File: src/rtl/eth_pkg.sv
// Shared types and constants for the Ethernet receive path.
package eth_pkg;

  typedef enum logic [2:0] {
    ST_IDLE,
    ST_PREAMBLE,
    ST_HEADER,
    ST_PAYLOAD,
    ST_DROP
  } state_t;

  localparam int unsigned BYTE_W      = 8;
  localparam int unsigned CNT_W       = 11;
  localparam int unsigned ETH_HDR_LEN = 14;
  localparam int unsigned ETH_FCS_LEN = 4;

  localparam logic [47:0] BCAST_MAC     = 48'hFFFF_FFFF_FFFF;
  localparam logic [31:0] CRC32_POLY    = 32'hEDB8_8320;
  localparam logic [31:0] CRC32_RESIDUE = 32'hDEBB_20E3;

  localparam logic [3:0] PRE_NIB = 4'h5;
  localparam logic [3:0] SFD_NIB = 4'hD;

endpackage

File: src/rtl/rx_eth_if.sv
// Byte-wide AXI-stream payload bus (no tready: the sink always accepts).
interface rx_eth_if;
  import eth_pkg::*;

  logic [BYTE_W-1:0] tdata;
  logic              tvalid;
  logic              tlast;
  logic              tuser;

  modport master (output tdata, tvalid, tlast, tuser);
  modport slave  (input  tdata, tvalid, tlast, tuser);
endinterface

File: src/rtl/crc32_d8.sv
// Reflected CRC-32 register advanced one byte per enabled cycle; no final inversion.
module crc32_d8
  import eth_pkg::*;
(
  input  logic              clk,
  input  logic              rst_n,
  input  logic              init,
  input  logic              en,
  input  logic [BYTE_W-1:0] data,
  output logic [31:0]       crc
);

  function automatic logic [31:0] crc_next(input logic [31:0] c, input logic [BYTE_W-1:0] d);
    logic [31:0] r;
    r = c ^ {24'h0, d};
    for (int i = 0; i < 8; i++) begin
      r = r[0] ? ((r >> 1) ^ CRC32_POLY) : (r >> 1);
    end
    return r;
  endfunction

  always_ff @(posedge clk or negedge rst_n) begin
    if (!rst_n)    crc <= '1;
    else if (init) crc <= '1;
    else if (en)   crc <= crc_next(crc, data);
  end

endmodule

File: src/rtl/rx_eth.sv
// MII receive: preamble/SFD strip, header parse + MAC filter, FCS strip to AXI-stream.
// Define RX_ETH_CRC_EN to add the CRC-32 check feeding tuser.
module rx_eth
  import eth_pkg::*;
#(
  parameter int unsigned MIN_FRAME = 64
) (
  input  logic        clk,
  input  logic        rst_n,
  input  logic [3:0]  rxd,
  input  logic        rx_dv,
  input  logic        rx_er,
  input  logic [47:0] local_mac,
  output logic [47:0] dst_mac,
  output logic [47:0] src_mac,
  output logic [15:0] eth_type,
  output logic        hdr_valid,
  output logic        rx_err,
  rx_eth_if.master    m_axis
);

  localparam logic [CNT_W-1:0] HDR_LAST = CNT_W'(ETH_HDR_LEN - 1);
  localparam logic [CNT_W-1:0] PAY_FULL = CNT_W'(ETH_HDR_LEN + ETH_FCS_LEN + 1);
  localparam logic [CNT_W-1:0] MIN_CNT  = CNT_W'(MIN_FRAME);
  localparam logic [CNT_W-1:0] SRC_POS  = CNT_W'(6);
  localparam logic [CNT_W-1:0] TYPE_POS = CNT_W'(12);

  state_t state, state_nx;

  logic                         dv_q, phase, saw5, er_seen;
  logic [3:0]                   lo_nib;
  logic [CNT_W-1:0]             cnt;
  logic [4:0][BYTE_W-1:0]       dl;
  logic [47:0]                  sh_dst, sh_src;
  logic [BYTE_W-1:0]            sh_type_hi;

  logic [BYTE_W-1:0]            tdata, tdata_nx;
  logic                         tvalid, tvalid_nx, tlast, tlast_nx, tuser, tuser_nx;
  logic                         hdr_valid_nx, rx_err_nx;

  logic [BYTE_W-1:0]            byte_c;
  logic                         byte_done_c, sfd_c, crc_bad_c, frame_err_c;

  assign byte_c      = {rxd, lo_nib};
  assign byte_done_c = rx_dv && phase && (state == ST_HEADER || state == ST_PAYLOAD);
  assign sfd_c       = (state == ST_PREAMBLE) && rx_dv && (rxd == SFD_NIB) && saw5;

`ifdef RX_ETH_CRC_EN
  logic [31:0] crc;
  crc32_d8 u_crc (
    .clk   (clk),
    .rst_n (rst_n),
    .init  (state == ST_PREAMBLE),
    .en    (byte_done_c),
    .data  (byte_c),
    .crc   (crc)
  );
  assign crc_bad_c = (crc != CRC32_RESIDUE);
`else
  assign crc_bad_c = 1'b0;
`endif

  // phase still reflects the last live nibble on the rx_dv-low cycle: 1 means dribble
  assign frame_err_c = er_seen | phase | (cnt < MIN_CNT) | crc_bad_c;

  // State and registered outputs
  always_ff @(posedge clk or negedge rst_n) begin
    if (!rst_n) begin
      state     <= ST_IDLE;
      hdr_valid <= 1'b0;
      rx_err    <= 1'b0;
      tdata     <= '0;
      tvalid    <= 1'b0;
      tlast     <= 1'b0;
      tuser     <= 1'b0;
    end else begin
      state     <= state_nx;
      hdr_valid <= hdr_valid_nx;
      rx_err    <= rx_err_nx;
      tdata     <= tdata_nx;
      tvalid    <= tvalid_nx;
      tlast     <= tlast_nx;
      tuser     <= tuser_nx;
    end
  end

  always_comb begin
    state_nx     = state;
    hdr_valid_nx = 1'b0;
    rx_err_nx    = 1'b0;
    tdata_nx     = tdata;
    tvalid_nx    = 1'b0;
    tlast_nx     = 1'b0;
    tuser_nx     = 1'b0;
    case (state)
      ST_IDLE: begin
        if (rx_dv && !dv_q) state_nx = ST_PREAMBLE;
      end
      ST_PREAMBLE: begin
        if (!rx_dv)                state_nx = ST_IDLE;
        else if (sfd_c)            state_nx = ST_HEADER;
        else if (rxd != PRE_NIB)   state_nx = ST_DROP;
      end
      ST_HEADER: begin
        if (!rx_dv) begin
          state_nx  = ST_IDLE;
          rx_err_nx = 1'b1;
        end else if (byte_done_c && cnt == HDR_LAST) begin
          if (sh_dst == local_mac || sh_dst == BCAST_MAC) begin
            state_nx     = ST_PAYLOAD;
            hdr_valid_nx = 1'b1;
          end else begin
            state_nx = ST_DROP;
          end
        end
      end
      ST_PAYLOAD: begin
        // The 5-byte line holds the last payload byte plus the 4 FCS bytes at rx_dv fall
        if (!rx_dv) begin
          state_nx = ST_IDLE;
          if (cnt >= PAY_FULL) begin
            tvalid_nx = 1'b1;
            tlast_nx  = 1'b1;
            tuser_nx  = frame_err_c;
            tdata_nx  = dl[4];
          end else begin
            rx_err_nx = 1'b1;
          end
        end else if (byte_done_c && cnt >= PAY_FULL) begin
          tvalid_nx = 1'b1;
          tdata_nx  = dl[4];
        end
      end
      ST_DROP: begin
        if (!rx_dv) state_nx = ST_IDLE;
      end
      default: state_nx = ST_IDLE;
    endcase
  end

  // Nibble assembly, byte counting, header shadows and payload delay line.
  // dv_q resets high so a frame already running at reset release is skipped.
  always_ff @(posedge clk or negedge rst_n) begin
    if (!rst_n) begin
      dv_q       <= 1'b1;
      phase      <= 1'b0;
      saw5       <= 1'b0;
      er_seen    <= 1'b0;
      lo_nib     <= '0;
      cnt        <= '0;
      dl         <= '0;
      sh_dst     <= '0;
      sh_src     <= '0;
      sh_type_hi <= '0;
      dst_mac    <= '0;
      src_mac    <= '0;
      eth_type   <= '0;
    end else begin
      dv_q <= rx_dv;

      if (!rx_dv || sfd_c) phase <= 1'b0;
      else                 phase <= ~phase;
      if (rx_dv && !phase) lo_nib <= rxd;

      if (state == ST_IDLE)                                     saw5 <= rx_dv && (rxd == PRE_NIB);
      else if (state == ST_PREAMBLE && rx_dv && rxd == PRE_NIB) saw5 <= 1'b1;

      if (state == ST_IDLE) er_seen <= rx_dv & rx_er;
      else                  er_seen <= er_seen | (rx_dv & rx_er);

      if (sfd_c)                         cnt <= '0;
      else if (byte_done_c && cnt != '1) cnt <= cnt + CNT_W'(1);

      if (byte_done_c && state == ST_HEADER) begin
        if (cnt < SRC_POS)        sh_dst     <= {sh_dst[39:0], byte_c};
        else if (cnt < TYPE_POS)  sh_src     <= {sh_src[39:0], byte_c};
        else if (cnt == TYPE_POS) sh_type_hi <= byte_c;
      end

      if (byte_done_c && state == ST_PAYLOAD) dl <= {dl[3:0], byte_c};

      if (hdr_valid_nx) begin
        dst_mac  <= sh_dst;
        src_mac  <= sh_src;
        eth_type <= {sh_type_hi, byte_c};
      end
    end
  end

  assign m_axis.tdata  = tdata;
  assign m_axis.tvalid = tvalid;
  assign m_axis.tlast  = tlast;
  assign m_axis.tuser  = tuser;

endmodule

File: src/flat_wrapper.sv
// flat-port wrapper written by rule: the top's interface ports become plain ports
module rx_eth_flat import eth_pkg::*;
#(
  parameter int unsigned MIN_FRAME = 64
)
  (clk, rst_n, rxd, rx_dv, rx_er, local_mac, dst_mac, src_mac, eth_type, hdr_valid, rx_err, m_axis_tdata, m_axis_tvalid, m_axis_tlast, m_axis_tuser);
  rx_eth_if m_axis_i ();
  input  logic clk;
  input  logic rst_n;
  input  logic [3:0] rxd;
  input  logic rx_dv;
  input  logic rx_er;
  input  logic [47:0] local_mac;
  output logic [47:0] dst_mac;
  output logic [47:0] src_mac;
  output logic [15:0] eth_type;
  output logic hdr_valid;
  output logic rx_err;
  output wire logic [$bits(m_axis_i.tdata)-1:0] m_axis_tdata;
  output wire logic [$bits(m_axis_i.tvalid)-1:0] m_axis_tvalid;
  output wire logic [$bits(m_axis_i.tlast)-1:0] m_axis_tlast;
  output wire logic [$bits(m_axis_i.tuser)-1:0] m_axis_tuser;
  assign m_axis_tdata = m_axis_i.tdata;
  assign m_axis_tvalid = m_axis_i.tvalid;
  assign m_axis_tlast = m_axis_i.tlast;
  assign m_axis_tuser = m_axis_i.tuser;
  rx_eth #(.MIN_FRAME(MIN_FRAME)) u_core (.clk(clk), .rst_n(rst_n), .rxd(rxd), .rx_dv(rx_dv), .rx_er(rx_er), .local_mac(local_mac), .dst_mac(dst_mac), .src_mac(src_mac), .eth_type(eth_type), .hdr_valid(hdr_valid), .rx_err(rx_err), .m_axis(m_axis_i));
endmodule
File: config.mk
export PLATFORM = sky130hd
export DESIGN_NAME = rx_eth_flat
export DESIGN_NICKNAME = d
export VERILOG_FILES = /design/src/rtl/eth_pkg.sv /design/src/rtl/rx_eth_if.sv /design/src/rtl/crc32_d8.sv /design/src/rtl/rx_eth.sv /design/src/flat_wrapper.sv
export SDC_FILE = /design/constraint.sdc
export NUM_CORES = 1
export LEC_CHECK = 0
export BUFFER_PORTS_ARGS = -buffer_cell sky130_fd_sc_hd__buf_4
export CAP_MARGIN = 25
export CORE_MARGIN = 5
export CORE_UTILIZATION = 40
export CTS_CLUSTER_SIZE = 30
export DETAILED_ROUTE_END_ITERATION = 6
export SLEW_MARGIN = 20
export SYNTH_ARGS = -nofsm -noshare
export SYNTH_HDL_FRONTEND = slang
export SYNTH_SLANG_ARGS = --single-unit
File: constraint.sdc
create_clock -name clk -period 6.6 [get_ports clk]
set_clock_uncertainty 0.05 [all_clocks]
set_input_delay 0.66 -clock clk [delete_from_list [all_inputs] [get_ports clk]]
set_output_delay 0.66 -clock clk [all_outputs]
set_load 0.02 [all_outputs]
=== Word-level counts from Yosys, hierarchy flattened ===
Index checks and enable logic that the tools add are counted.
Widths: inputs -> output; s select.

* Add/subtract/negate cells: 1
* $lt $le $gt $ge: 4
* Equal/unequal tests: 17
* Muxes and demuxes: 35
* Bitwise operators: 7
* Reduce and logical (&&, ||, !) cells: 30

{| class="wikitable"
|+ Operators with widths
! cell !! count
|-
| $eq 48x48->1 || 1
|-
| $eq 48x48->1 const B || 1
|-
| $mux 3 || 8
|-
| $mux 8 || 3
|-
| $eq 11x4->1 const B || 2
|-
| $mux 11 || 2
|-
| $mux 1 || 20
|-
| $logic_and 1x1->1 || 14
|-
| $pmux 3 s4 || 1
|-
| $add 11x1->11 const B || 1
|-
| $ge 11x5->1 const B || 1
|-
| $lt 11x3->1 const B || 1
|-
| $lt 11x4->1 const B || 1
|-
| $lt 11x7->1 const B || 1
|-
| $ne 11x11->1 const B || 1
|-
| $ne 4x3->1 const B || 2
|-
| $reduce_and 4->1 || 2
|-
| $eq 3x2->1 const B || 2
|-
| $reduce_and 3->1 || 2
|-
| $reduce_bool 2->1 || 3
|-
| $eq 4x3->1 const B || 1
|-
| $eq 4x4->1 const B || 1
|-
| $ne 2x1->1 const B || 2
|-
| $eq 3x1->1 const B || 1
|-
| other kinds (12) || 20
|}

* Register bits: 291
* Bits of input ports: 56
* Output and inout port bits: 125

=== Logic depth before layout (Yosys ltp) ===
* Word-level depth: 7
* Depth in mapped cells: 8

=== Worst setup path before layout ===
OpenSTA, ideal clock, no wires.

* Path type: input-to-reg
* From: input local_mac[33]
* To: register u_core.dst_mac[40]
* Library setup time: 0.125 ns
* Data arrival time: 2.267 ns
* Data required time: 6.425 ns
* Path slack: 4.157 ns
* Cell stages on the path: 8
* Buffers on the path: 2
* Cell sequence: xor2_1 > nor4_1 > nand4_1 > o31ai_2 > nand3b_4 > buf_6 > buf_6 > mux2_4

* Longest elaborated chain between the ends: 6

{| class="wikitable"
|+ RTL lines
! item !! RTL line !! text
|-
| start: declaration || flat_wrapper.sv:13 || <nowiki>input logic [47:0] local_mac;</nowiki>
|-
| $eq 48x48->1 || rx_eth.sv:109 || <nowiki>if (sh_dst == local_mac || sh_dst == BCAST_MAC) begin</nowiki>
|-
| $logic_or 1x1->1 || rx_eth.sv:109 ||
|-
| $mux 1 || rx_eth.sv:109 ||
|-
| $mux 1 || rx_eth.sv:108 || <nowiki>end else if (byte_done_c && cnt == HDR_LAST) begin</nowiki>
|-
| $mux 1 || rx_eth.sv:105 || <nowiki>if (!rx_dv) begin</nowiki>
|-
| $mux 1 || rx_eth.sv:95 || <nowiki>case (state)</nowiki>
|-
| end signal: assignment || rx_eth.sv:183 || <nowiki>dst_mac <= sh_dst;</nowiki>
|-
| end: declaration || rx_eth.sv:14 || <nowiki>output logic [47:0] dst_mac,</nowiki>
|}

No other way between the ends.
A chain may end at the register's enable or synchronous reset.

=== Final worst setup path ===
* From: register u_core.sh_dst[29]
* To: register u_core.eth_type[0]

* Longest elaborated chain between the ends: 6
* Elaborated cells between the ends (all ways): 7

{| class="wikitable"
|+ RTL lines
! item !! RTL line !! text
|-
| start: declaration || rx_eth.sv:34 || <nowiki>logic [47:0] sh_dst, sh_src;</nowiki>
|-
| start signal: assignment || rx_eth.sv:175 || <nowiki>if (cnt < SRC_POS) sh_dst <= {sh_dst[39:0], byte_c};</nowiki>
|-
| $eq 48x48->1 || rx_eth.sv:109 ||
|-
| $logic_or 1x1->1 (*) || rx_eth.sv:109 ||
|-
| $mux 1 (*) || rx_eth.sv:109 ||
|-
| $mux 1 (*) || rx_eth.sv:108 ||
|-
| $mux 1 (*) || rx_eth.sv:105 ||
|-
| $mux 1 (*) || rx_eth.sv:95 ||
|-
| end signal: assignment || rx_eth.sv:185 || <nowiki>eth_type <= {sh_type_hi, byte_c};</nowiki>
|-
| end: declaration || rx_eth.sv:16 || <nowiki>output logic [15:0] eth_type,</nowiki>
|}

Mark *: on every way between the ends. The rest lies on a longest branch, timed or not.

==> results.py <==
metrics = {
    "finish": {
        "area_growth_pct": 23.1,
        "diodes": 0,
        "fillers": 2628,
        "finalCoreUtilization_pct": 49.5,
        "nNetsFinal": 1055,
        "drive_gt1_share_pct": 50.8,
    },
    "clock_tree": {
        "cts_tree": "yes",
        "post_cts_buffers": 0,
        "path_clk_slew_ps": 60,
        "cts_made_buffers": 31,
        "htree_levels": 1,
        "cts.sinks": 291,
        "clk_latency_ps": 550,
        "cts_root_buf": "clkbuf_16",
        "postCtsResizedCells": 0,
        "cts_buffer_depth": 3,
    },
    "status": {
        "status": "finished, final reports clean",
    },
    "worst_hold_path": {
        "whs_path_depth": 1,
        "hold_path_class": "in2reg",
    },
    "synthesis": {
        "synth_nets": 866,
        "yosys_warnings": 0,
        "synth_cell_types": 46,
        "synth_area_leaders": "dfrtp_1 (59%), mux2_2 (18%), mux2_4 (8.5%)",
        "synth_edf_count": 0,
        "syn-cell-area_um2": 12200,
        "yosysSeqAreaShare_pct": 59.7,
        "synth_top_area_cell": "dfrtp_1",
        "synth_top_cell_area_share_pct": 59.4,
        "synth_seq_cells": 291,
        "synthArstFlopShare_pct": 100,
        "avgSynthCellArea_um2": 15.1,
        "netlist_top_cells_count": "dfrtp_1 (290), mux2_2 (199), mux2_4 (69)",
        "synthCells": 807,
        "synth_ff_type": "dfrtp_1",
        "yosysMostFrequentCell": "dfrtp_1",
    },
    "grt": {
        "first_global_vias": 7552,
        "antenna_found_initial": 0,
        "grtUsageTotal_pct": 16.2,
        "grt_pass1_wl_um": 44000,
        "overflow": 0,
        "grt_max_degree": 145,
    },
    "timing": {
        "max_freq_ghz": 0.273,
        "rsz0062_at_grt": "no",
        "hold_viol_final": 0,
        "setup_viol": 0,
        "whs_ps": 253,
        "tightest_slew_ps": 913,
        "min_period_ps": 3660,
        "slew_viol_final": 0,
        "setup_tns_ps": 0,
        "fin_crit_sh_pct": 55.4,
        "fin_ws_ps": 2940,
        "maxSlewHeadroom_pct": 39.0,
    },
    "flow_run": {
        "maxCapViolations": 0,
    },
    "critical_path": {
        "rrSetupSlack_ps": 2940,
        "cp_slowest_cell": "dfrtp_1",
        "cpMostUsedCell": "buf_4",
        "cp_top_family": "buffers and inverters",
        "critical_path_depth": 9,
        "crit_path_max_incr_delay_ps": 470,
        "critPathBufInv": 3,
        "arrival_ps": 4030,
        "crit-reg2reg-capture": "u_core.eth_type[0]",
        "critPathMaxFanout": 37,
        "endpoint_kind": "flop",
        "worstReg2RegStart": "u_core.sh_dst[29]",
        "critPathCapture": "u_core.eth_type[0]",
        "reg2regPathDepth": 9,
        "crit_type": "reg2reg",
        "worstPathCellList": "xor2_1, nor4_1, nand4_1, o31ai_2, nand3b_4, buf_4, buf_16, buf_4, mux2_4",
        "required_ps": 6970,
        "crit_start": "u_core.sh_dst[29]",
        "crit_path_start_kind": "flop",
    },
    "floorplanning": {
        "io_pins": 181,
        "die_w_um": 185,
        "dieArea_um2": 34100,
        "core_area_um2": 30300,
        "die_h_um": 185,
        "start_util_pct": 40.2,
        "rows": 64,
    },
    "detailed_routing": {
        "dr_total_vias": 7144,
        "drcViolationCount": 0,
        "antenna_left": 0,
        "routedWlPerCell_um": 19.7,
        "drt_wl_total_um": 27900,
        "vias_per_cell": 5.05,
        "firstDrtPassIters": 4,
        "first_iter_violations": 379,
    },
    "placed_design": {
        "dpl.hpwl_um": 18800,
        "gp_congestion": 0.824,
        "port_buffers": 180,
        "post-place-ws_ps": 2540,
    },
    "power_and_ir_drop": {
        "vdd_drop_max_v": 0.000194,
        "p_int_mw": 2.89,
        "swShare_pct": 21.8,
        "p_leak_nw": 7.98,
        "fin_total_pwr_mw": 3.70,
        "p_clk_share_pct": 46.8,
        "p_sw_mw": 0.806,
        "power_density_nw_per_um2": 246,
        "sequentialPowerShare_pct": 49.5,
        "combPwrFrac_pct": 3.8,
    },
}
worst min-delay path by stage:
stage	from	endpoint	slack, ps
2_1_floorplan	rst_n	u_core.cnt[0]	310
3_3_place_gp	u_core.dl[0]	u_core.dl[8]	430
3_5_place_dp	u_core.sh_src[42]	u_core.src_mac[42]	440
4_1_cts	rx_dv	u_core.dv_q	230
5_1_grt	rx_dv	u_core.dv_q	240
6_report	rx_dv	u_core.dv_q	250
power groups by stage:
stage	combinational, mW	clock, mW	sequential, mW
after floorplan	0.0655	0	1.84
after global placement	0.136	0	1.86
after detailed placement	0.137	0	1.86
after CTS	0.138	1.78	1.83
after global routing	0.158	1.86	1.83
final	0.139	1.73	1.83
stage by stage:
| step | std cells | cell area (um2) |
|---|---|---|
| 3_3_place_gp | 1353 | 13900 |
| 6_report | 1414 | 15000 |
| 3_5_place_dp | 1353 | 13900 |
| 5_1_grt | 1414 | 15000 |
| 2_1_floorplan | 807 | 12200 |
| 4_1_cts | 1408 | 14900 |
placed cells by master, fill, tap and decap left out, drive strengths merged, types with 3 or more instances in the layout:
master | synthesis | routed
inv | 9 | 10
nor4 | 29 | 29
buf | 19 | 191
xor2 | 49 | 49
o21ai | 5 | 5
a31oi | 4 | 4
nand3 | 6 | 6
nand2 | 12 | 12
dfrtp | 290 | 290
nor2 | 20 | 20
clkbuf | 18 | 46
or3 | 3 | 3
xnor2 | 6 | 6
clkinv | 0 | 7
and3 | 3 | 3
ha | 3 | 3
mux2 | 268 | 268
nor3 | 10 | 10
a21oi | 4 | 4
nand4 | 21 | 21
sequential cells by signal (all words and copies together), names as in the netlist, 3 cells and up:
signal               flops
u_core.dl               40
u_core.src_mac          48
u_core.eth_type         16
u_core.lo_nib            4
u_core.state             3
u_core.sh_src           48
u_core.m_axis.tdata      8
u_core.dst_mac          48
u_core.sh_type_hi        8
u_core.cnt              11
u_core.sh_dst           48
kinds of logic (layout without fill, tap and decap cells):
group | Yosys count | in the layout | share of synthesized area (%)
flops | 291 | 291 | 59.7
mux | 269 | 269 | 26.9
simple gates | 118 | 118 | 5.48
xor+xnor | 55 | 55 | 3.95
buf+inv | 46 | 257 | 2.22
compound gates | 25 | 25 | 1.47
fa+ha+maj | 3 | 3 | 0.307
cell type report:
cell class                      count  area [um2]  share of cell area [%]
Timing Repair Buffer              193        1520                    10.1
Inverter                            9        33.8                   0.225
Multi-Input combinational cell    470        4660                    31.0
Clock buffer                       45         918                    6.11
Tap cell                          396         495                    3.30
Sequential cell                   291        7280                    48.5
Clock inverter                     10         111                   0.741
routing by layer:
layer	up-vias	GRT usage (%)	part of all wire [%]
met5	-	0	0
met4	0	4.70	2.8
met3	48	2.09	3.4
met2	137	26.1	48
met1	3667	23.2	46
li1	3292	-	-
repair_timing:
action	4_1_cts	5_1_grt
endpoints found under the hold margin	0	3
endpoints found under the setup margin	0	0
hold buffers	0	1
Power figures use the tool's default switching activity.
